--- src/rtl/nd_display_scanner_if.sv ---
// Signal bundle between the DG0045 display outputs, the scanner and the 7-segment drive.
// The master side supplies the core strobe, the core nibble and the controls; the slave side is the scanner.
interface nd_display_scanner_if #(
    parameter int NUM_DIGITS = 4
) ();
    logic [3:0]            nL;
    logic                  ND;
    logic                  clear;
    logic                  lz_blank;
    logic [6:0]            seg;
    logic [NUM_DIGITS-1:0] dig_en;
    logic [7:0]            cap_count;

    modport master (
        output nL, ND, clear, lz_blank,
        input  seg, dig_en, cap_count
    );

    modport slave (
        input  nL, ND, clear, lz_blank,
        output seg, dig_en, cap_count
    );
endinterface

--- src/rtl/nd_display_scanner.sv ---
// Captures the nibble on ~nL at the end of each qualified ND low pulse into a shift register of digits,
// and time-multiplexes those digits onto a common-cathode 7-segment display.
module nd_display_scanner #(
    parameter int NUM_DIGITS = 4,
    parameter int MIN_LOW    = 2,
    parameter int SCAN_DIV   = 1024,
    parameter int BLANK_CLKS = 16
) (
    input  logic                 clk,
    input  logic                 RESET,
    nd_display_scanner_if.slave  bus
);
    localparam int LW = $clog2(MIN_LOW + 1);
    localparam int CW = $clog2(SCAN_DIV);
    localparam int IW = $clog2(NUM_DIGITS);

    // Strobe synchronizer and the matching nibble delay line.
    logic            s1_reg, s2_reg, s3_reg;
    logic [3:0]      n1_reg, n2_reg;
    logic [LW-1:0]   low_cnt_reg;

    logic [3:0]      digit_reg [NUM_DIGITS];
    logic [7:0]      cap_count_reg;

    logic [CW-1:0]   scan_cnt_reg;
    logic [IW-1:0]   scan_idx_reg;
    logic [6:0]      seg_reg;
    logic [NUM_DIGITS-1:0] dig_en_reg;

    logic            qual_rise;
    logic [NUM_DIGITS-1:0] digit_zero;
    logic [NUM_DIGITS-1:0] blank_digit;
    logic [NUM_DIGITS-1:0] slot_hot;
    logic [3:0]      cur_digit;
    logic            in_blank;
    logic            scan_wrap;

    function automatic logic [6:0] hex7(input logic [3:0] d);
        logic [6:0] s;
        case (d)
            4'h0: s = 7'h3F;
            4'h1: s = 7'h06;
            4'h2: s = 7'h5B;
            4'h3: s = 7'h4F;
            4'h4: s = 7'h66;
            4'h5: s = 7'h6D;
            4'h6: s = 7'h7D;
            4'h7: s = 7'h07;
            4'h8: s = 7'h7F;
            4'h9: s = 7'h6F;
            4'hA: s = 7'h77;
            4'hB: s = 7'h7C;
            4'hC: s = 7'h39;
            4'hD: s = 7'h5E;
            4'hE: s = 7'h79;
            default: s = 7'h71;
        endcase
        return s;
    endfunction

    // Sync flops idle high so releasing reset never looks like the end of a pulse.
    always_ff @(posedge clk or negedge RESET) begin
        if (!RESET) begin
            s1_reg      <= 1'b1;
            s2_reg      <= 1'b1;
            s3_reg      <= 1'b1;
            n1_reg      <= 4'hF;
            n2_reg      <= 4'hF;
            low_cnt_reg <= '0;
        end else begin
            s1_reg <= bus.ND;
            s2_reg <= s1_reg;
            s3_reg <= s2_reg;
            n1_reg <= bus.nL;
            n2_reg <= n1_reg;
            if (s2_reg) begin
                low_cnt_reg <= '0;
            end else if (low_cnt_reg != LW'(MIN_LOW)) begin
                low_cnt_reg <= low_cnt_reg + 1'b1;
            end
        end
    end

    assign qual_rise = s2_reg && !s3_reg && (low_cnt_reg == LW'(MIN_LOW));

    // clear takes priority over a capture landing in the same cycle.
    always_ff @(posedge clk or negedge RESET) begin
        if (!RESET) begin
            for (int i = 0; i < NUM_DIGITS; i++) begin
                digit_reg[i] <= 4'h0;
            end
            cap_count_reg <= 8'h00;
        end else if (bus.clear) begin
            for (int i = 0; i < NUM_DIGITS; i++) begin
                digit_reg[i] <= 4'h0;
            end
            cap_count_reg <= 8'h00;
        end else if (qual_rise) begin
            digit_reg[0] <= ~n2_reg;
            for (int i = 1; i < NUM_DIGITS; i++) begin
                digit_reg[i] <= digit_reg[i-1];
            end
            cap_count_reg <= cap_count_reg + 8'h01;
        end
    end

    assign scan_wrap = (scan_cnt_reg == CW'(SCAN_DIV - 1));

    always_ff @(posedge clk or negedge RESET) begin
        if (!RESET) begin
            scan_cnt_reg <= '0;
            scan_idx_reg <= '0;
        end else if (scan_wrap) begin
            scan_cnt_reg <= '0;
            if (scan_idx_reg == IW'(NUM_DIGITS - 1)) begin
                scan_idx_reg <= '0;
            end else begin
                scan_idx_reg <= scan_idx_reg + 1'b1;
            end
        end else begin
            scan_cnt_reg <= scan_cnt_reg + 1'b1;
        end
    end

    // A digit is a leading zero when it and every digit above it are zero.
    genvar gi;
    generate
        for (gi = 0; gi < NUM_DIGITS; gi++) begin : g_digit
            assign digit_zero[gi] = (digit_reg[gi] == 4'h0);
            assign slot_hot[gi]   = (scan_idx_reg == IW'(gi));
            if (gi == 0) begin : g_first
                assign blank_digit[gi] = 1'b0;
            end else begin : g_upper
                assign blank_digit[gi] = bus.lz_blank && (&digit_zero[NUM_DIGITS-1:gi]);
            end
        end
    endgenerate

    assign cur_digit = digit_reg[scan_idx_reg];
    assign in_blank  = (scan_cnt_reg < CW'(BLANK_CLKS));

    always_ff @(posedge clk or negedge RESET) begin
        if (!RESET) begin
            seg_reg    <= 7'h00;
            dig_en_reg <= '0;
        end else if (in_blank) begin
            seg_reg    <= 7'h00;
            dig_en_reg <= '0;
        end else begin
            dig_en_reg <= slot_hot;
            seg_reg    <= blank_digit[scan_idx_reg] ? 7'h00 : hex7(cur_digit);
        end
    end

    assign bus.seg       = seg_reg;
    assign bus.dig_en    = dig_en_reg;
    assign bus.cap_count = cap_count_reg;
endmodule

--- src/flat_wrapper.sv ---
// flat-port wrapper written by rule: the top's interface ports become plain ports
module nd_display_scanner_flat 
#(
    parameter int NUM_DIGITS = 4,
    parameter int MIN_LOW    = 2,
    parameter int SCAN_DIV   = 1024,
    parameter int BLANK_CLKS = 16
)
  (clk, RESET, bus_nL, bus_ND, bus_clear, bus_lz_blank, bus_seg, bus_dig_en, bus_cap_count);
  nd_display_scanner_if #(.NUM_DIGITS(NUM_DIGITS)) bus_i ();
  input  logic clk;
  input  logic RESET;
  input wire logic [$bits(bus_i.nL)-1:0] bus_nL;
  input wire logic [$bits(bus_i.ND)-1:0] bus_ND;
  input wire logic [$bits(bus_i.clear)-1:0] bus_clear;
  input wire logic [$bits(bus_i.lz_blank)-1:0] bus_lz_blank;
  output wire logic [$bits(bus_i.seg)-1:0] bus_seg;
  output wire logic [$bits(bus_i.dig_en)-1:0] bus_dig_en;
  output wire logic [$bits(bus_i.cap_count)-1:0] bus_cap_count;
  assign bus_i.nL = bus_nL;
  assign bus_i.ND = bus_ND;
  assign bus_i.clear = bus_clear;
  assign bus_i.lz_blank = bus_lz_blank;
  assign bus_seg = bus_i.seg;
  assign bus_dig_en = bus_i.dig_en;
  assign bus_cap_count = bus_i.cap_count;
  nd_display_scanner #(.NUM_DIGITS(NUM_DIGITS), .MIN_LOW(MIN_LOW), .SCAN_DIV(SCAN_DIV), .BLANK_CLKS(BLANK_CLKS)) u_core (.clk(clk), .RESET(RESET), .bus(bus_i));
endmodule
--- config.mk ---
export PLATFORM = sky130hd
export DESIGN_NAME = nd_display_scanner_flat
export DESIGN_NICKNAME = d
export VERILOG_FILES = /design/src/rtl/nd_display_scanner_if.sv /design/src/rtl/nd_display_scanner.sv /design/src/flat_wrapper.sv
export SDC_FILE = /design/constraint.sdc
export NUM_CORES = 1
export LEC_CHECK = 0
export BUFFER_PORTS_ARGS = -buffer_cell sky130_fd_sc_hd__clkbuf_2
export CAP_MARGIN = 20
export CORE_ASPECT_RATIO = 0.6
export CORE_UTILIZATION = 45
export CTS_BUF_LIST = sky130_fd_sc_hd__clkbuf_2
export DETAILED_ROUTE_END_ITERATION = 16
export HOLD_SLACK_MARGIN = 0.03
export PLACE_DENSITY = 0.74
export RECOVER_POWER = 25
export SYNTH_ARGS = -nofsm -noshare
export SYNTH_HDL_FRONTEND = slang
export SYNTH_SLANG_ARGS = --single-unit
--- constraint.sdc ---
create_clock -name clk -period 3 [get_ports clk]
set_input_delay 0.6 -clock clk [delete_from_list [all_inputs] [get_ports clk]]
set_output_delay 0.6 -clock clk [all_outputs]
set_load 0.01 [all_outputs]
==> flow_results.xml <==
<?xml version="1.0" encoding="UTF-8"?>
<metrics>
  <group name="routing">
    <metric name="wirelength" unit="um">5420</metric>
    <metric name="route.vias.total" unit="">1963</metric>
    <metric name="drt-vias-per-instance" unit="">5.207</metric>
    <metric name="drc_errors" unit="">0</metric>
    <metric name="antenna_violating_nets_post_route" unit="">0</metric>
    <metric name="drtIter0Drc" unit="">140</metric>
    <metric name="drtPass1Iterations" unit="">4</metric>
    <metric name="wire_per_inst" unit="um">14.38</metric>
  </group>
  <group name="timing">
    <metric name="final.setup_skew" unit="ps">42.59</metric>
    <metric name="worst_slack" unit="ps">457.5</metric>
    <metric name="shortest_period_the_worst_path_allows" unit="ps">2543</metric>
    <metric name="setup_viol" unit="">0</metric>
    <metric name="max-slew-margin-rel" unit="%">1.911</metric>
    <metric name="period_share" unit="%">84.75</metric>
    <metric name="setup_total_negative_slack" unit="ps">0</metric>
    <metric name="hold_violations" unit="">0</metric>
    <metric name="rsz_0062_raised_after_global_routing" unit="">no</metric>
    <metric name="fmaxAchievable" unit="MHz">393.3</metric>
    <metric name="slew_worst_pin" unit="ps">1471</metric>
    <metric name="maxSlewViolCount" unit="">0</metric>
  </group>
  <group name="worst_setup_path">
    <metric name="worst_setup_path_start_kind" unit="">flop</metric>
    <metric name="critical_path_class" unit="">reg -&gt; reg</metric>
    <metric name="critPathBufInv" unit="">1</metric>
    <metric name="data_arrival_at_the_endpoint_of_the_critical_path" unit="ps">2880</metric>
    <metric name="worst_ep_required_time" unit="ps">3330</metric>
    <metric name="timing.critical_path.fanout_max" unit="">13</metric>
    <metric name="crit_chain" unit="">mux4_2 &gt; inv_1 &gt; ha_1 &gt; mux2i_1 &gt; a221oi_1 &gt; o31a_1 &gt; nor4_1</metric>
    <metric name="cp_slowest_cell" unit="">sky130_fd_sc_hd__dfrtp_1</metric>
    <metric name="timing.critical_path.slowest_cell_delay" unit="ps">650</metric>
    <metric name="end_kind" unit="">flop</metric>
    <metric name="family_with_the_most_delay_on_the_worst_path" unit="">flip-flops</metric>
    <metric name="regToRegSetupSlack" unit="ps">460</metric>
  </group>
  <group name="layout">
    <metric name="most-common-layout-cells" unit="">sky130_fd_sc_hd__dfrtp_1 (49), sky130_fd_sc_hd__clkbuf_2 (38), sky130_fd_sc_hd__nand2_1 (36)</metric>
    <metric name="largest_register_ffs" unit="">16</metric>
    <metric name="areaGrowthSynthToFinish" unit="%">11.51</metric>
    <metric name="most_frequent_standard_cell_in_the_layout_excluding_fill_and_tap_cells" unit="">sky130_fd_sc_hd__dfrtp_1</metric>
    <metric name="post-route-cell-area" unit="um^2">3163</metric>
    <metric name="design.final.nets" unit="">314</metric>
    <metric name="final_layout_size_suffix_gt1_share" unit="%">21.55</metric>
    <metric name="n_fill_cell" unit="">515</metric>
    <metric name="diodes" unit="">0</metric>
  </group>
  <group name="place">
    <metric name="portBuffers" unit="">27</metric>
    <metric name="final_gp_congestion" unit="">0.8181</metric>
    <metric name="hpwl" unit="um">3624</metric>
    <metric name="placed_cell_area" unit="um^2">3035</metric>
    <metric name="placement.setup.worst_slack" unit="ps">582.6</metric>
  </group>
  <group name="global_route">
    <metric name="grt_first_pass_wirelength" unit="um">9411</metric>
    <metric name="grt_overflow_total" unit="">0</metric>
    <metric name="global_route.peak_usage_layer" unit="">met2</metric>
    <metric name="antenna_violations_before_repair" unit="">0</metric>
    <metric name="maximum_number_of_pins_on_one_net_before_global_route_repair" unit="">61</metric>
    <metric name="use_met1" unit="%">26.14</metric>
    <metric name="grt_util_met2" unit="%">26.41</metric>
    <metric name="track_usage" unit="%">18.57</metric>
    <metric name="first_global_vias" unit="">1912</metric>
    <metric name="grt_util_met3" unit="%">7.143</metric>
  </group>
  <group name="power">
    <metric name="power.switching" unit="mW">0.4093</metric>
    <metric name="power_density" unit="nW/um^2">502.3</metric>
    <metric name="power_report.internal_total" unit="mW">1.179</metric>
    <metric name="cellLeakagePower" unit="nW">1.380</metric>
    <metric name="totalPowerFinal" unit="mW">1.589</metric>
    <metric name="vdd_ir_drop_max" unit="mV">0.2178</metric>
    <metric name="share_comb_of_total_power" unit="%">9.9</metric>
    <metric name="netSwitchingFraction" unit="%">25.77</metric>
    <metric name="power_frac_clock" unit="%">35.7</metric>
    <metric name="seq_power_share" unit="%">54.4</metric>
  </group>
  <group name="logic_synthesis">
    <metric name="postSynthNetCount" unit="">285</metric>
    <metric name="synthCells" unit="">263</metric>
    <metric name="netlist_area" unit="um^2">2836</metric>
    <metric name="synth_warnings" unit="">0</metric>
    <metric name="largest_area_contributor_in_the_netlist" unit="">sky130_fd_sc_hd__dfrtp_1</metric>
    <metric name="yosys.area.top_type_share" unit="%">43.23</metric>
    <metric name="ys_ff_latch" unit="">60</metric>
    <metric name="synth.avg_cell_area" unit="um^2">10.79</metric>
    <metric name="synth.yosys.seq_area_share" unit="%">53.42</metric>
    <metric name="ys_top_cells_by_area" unit="">sky130_fd_sc_hd__dfrtp_1 (43%), sky130_fd_sc_hd__dfstp_2 (10%), sky130_fd_sc_hd__ha_1 (5.7%)</metric>
    <metric name="count_of_cell_types_in_the_netlist" unit="">40</metric>
  </group>
  <group name="die">
    <metric name="dieWidth" unit="um">104.5</metric>
    <metric name="core_region_area" unit="um^2">5807</metric>
    <metric name="die-area" unit="um^2">6635</metric>
    <metric name="placementRows" unit="">21</metric>
    <metric name="floorplan.initialDensity" unit="%">48.85</metric>
    <metric name="io_pins" unit="">28</metric>
    <metric name="fp.dieH" unit="um">63.50</metric>
  </group>
  <group name="job">
    <metric name="max_cap_viol_count" unit="">0</metric>
  </group>
  <group name="clock_tree">
    <metric name="cts.sinks" unit="">60</metric>
    <metric name="tritoncts" unit="">built</metric>
    <metric name="ctsRootBufferMaster" unit="">sky130_fd_sc_hd__clkbuf_2</metric>
    <metric name="numCtsBuffers" unit="">9</metric>
    <metric name="cts_post_setup_buffers_inserted" unit="">0</metric>
    <metric name="post_cts_resized" unit="">0</metric>
    <metric name="clk_pin_slew" unit="ps">160</metric>
    <metric name="clock_insertion_delay_worst_skew" unit="ps">510</metric>
    <metric name="cts.htree.levels" unit="">3</metric>
    <metric name="cts_hold_buffers" unit="">0</metric>
    <metric name="cts_buffer_depth" unit="">2</metric>
  </group>
  <group name="outcome">
    <metric name="status" unit="">finished, final reports clean</metric>
  </group>
  <group name="hold_path">
    <metric name="min-delay-path-class" unit="">in -&gt; reg</metric>
  </group>
</metrics>
cell type report:
class | count | area, um^2 | share of cell area, %
well taps | 80 | 100.1 | 3.165
clock inverters | 6 | 80.08 | 2.532
flip-flops and latches | 60 | 1515 | 47.90
clock buffers | 10 | 50.05 | 1.582
inverters | 7 | 26.28 | 0.8307
repair buffers | 31 | 162.7 | 5.142
multi-input cells | 183 | 1229 | 38.85
Yosys cell counts:
master                      instances
sky130_fd_sc_hd__and4_1             1
sky130_fd_sc_hd__a2111oi_2          1
sky130_fd_sc_hd__a211oi_1           1
sky130_fd_sc_hd__a221oi_1           1
sky130_fd_sc_hd__xor2_1             7
sky130_fd_sc_hd__xnor2_1            8
sky130_fd_sc_hd__and3_1             2
sky130_fd_sc_hd__or4_1              1
sky130_fd_sc_hd__dfrtp_1           49
sky130_fd_sc_hd__nor3_1             8
sky130_fd_sc_hd__o31a_1             1
sky130_fd_sc_hd__and3b_1            1
sky130_fd_sc_hd__nor2b_1            6
sky130_fd_sc_hd__nor3b_1            2
sky130_fd_sc_hd__buf_6              2
sky130_fd_sc_hd__o22ai_1            1
sky130_fd_sc_hd__mux2_4             1
sky130_fd_sc_hd__o2bb2ai_1          1
sky130_fd_sc_hd__ha_1              13
sky130_fd_sc_hd__nor2_1            28
sky130_fd_sc_hd__a22o_1             1
sky130_fd_sc_hd__nand3b_1           1
sky130_fd_sc_hd__mux2i_1           10
sky130_fd_sc_hd__a21oi_1           20
sky130_fd_sc_hd__or2_1              1
sky130_fd_sc_hd__nand4_1            3
sky130_fd_sc_hd__or3_1              2
sky130_fd_sc_hd__o2111a_1           1
sky130_fd_sc_hd__mux2_2             4
sky130_fd_sc_hd__o21bai_1           1
sky130_fd_sc_hd__nand3_1            5
sky130_fd_sc_hd__mux4_2             4
sky130_fd_sc_hd__nor4_1             5
sky130_fd_sc_hd__buf_2              2
sky130_fd_sc_hd__a2111oi_1          1
sky130_fd_sc_hd__o21ai_0            4
sky130_fd_sc_hd__inv_1              7
sky130_fd_sc_hd__nand2_1           36
sky130_fd_sc_hd__clkbuf_1           9
sky130_fd_sc_hd__dfstp_2           11
metal layers:
metal	vias up	share of wire, %	wire [um]
met5	-	0	0
met4	0	1.4	76
met3	10	5.3	289
met2	47	43	2326
met1	947	50	2727
li1	959	-	-
stage by stage:
| step | util (%) | hold slack (ps) | std cells |
|---|---|---|---|
| finish | 54.47 | 175.1 | 377 |
| floorplan | - | 304.4 | 263 |
| global route | 54.47 | 108.8 | 377 |
| CTS | 54.51 | 129.4 | 377 |
| detailed placement | 52.27 | 346.8 | 361 |
| global placement | 52.27 | 346.4 | 361 |
logic make-up after synthesis:
group | count (synthesis) | share of synthesized area (%)
muxes | 19 | 8.822
buffers and inverters | 20 | 3.264
adders and majority gates | 13 | 5.735
and+or+nand+nor | 102 | 16.63
xor gates and xnor gates | 15 | 4.632
DFF | 60 | 53.42
AOI/OAI and AO/OA | 34 | 7.499
worst paths after layout:
kind,cells past startpoint,from,end
setup / recovery,7,u_core.scan_idx_reg[1]$_DFFE_PN0N_,u_core.bus.seg[0]$_DFF_PN0_
hold / removal,1,bus_nL[3],u_core.n1_reg[3]$_DFF_PN1_
setup reg to reg,7,u_core.scan_idx_reg[1]$_DFFE_PN0N_,u_core.bus.seg[0]$_DFF_PN0_
hold reg to reg,0,u_core.n1_reg[3]$_DFF_PN1_,u_core.n2_reg[3]$_DFF_PN1_
max in group asynchronous,2,RESET,u_core.bus.seg[0]$_DFF_PN0_
min in group asynchronous,2,RESET,u_core.digit_reg[6]$_DFFE_PN0P_
power by group through the flow:
stage,combinational (mW),sequential (mW),clock [mW]
2_1_floorplan,0.102,0.880,0
3_3_place_gp,0.153,0.878,0
3_5_place_dp,0.158,0.878,0
4_1_cts,0.159,0.865,0.581
5_1_grt,0.180,0.868,0.623
6_report,0.157,0.864,0.567
Note: power is estimated with default switching activity, not from simulation.
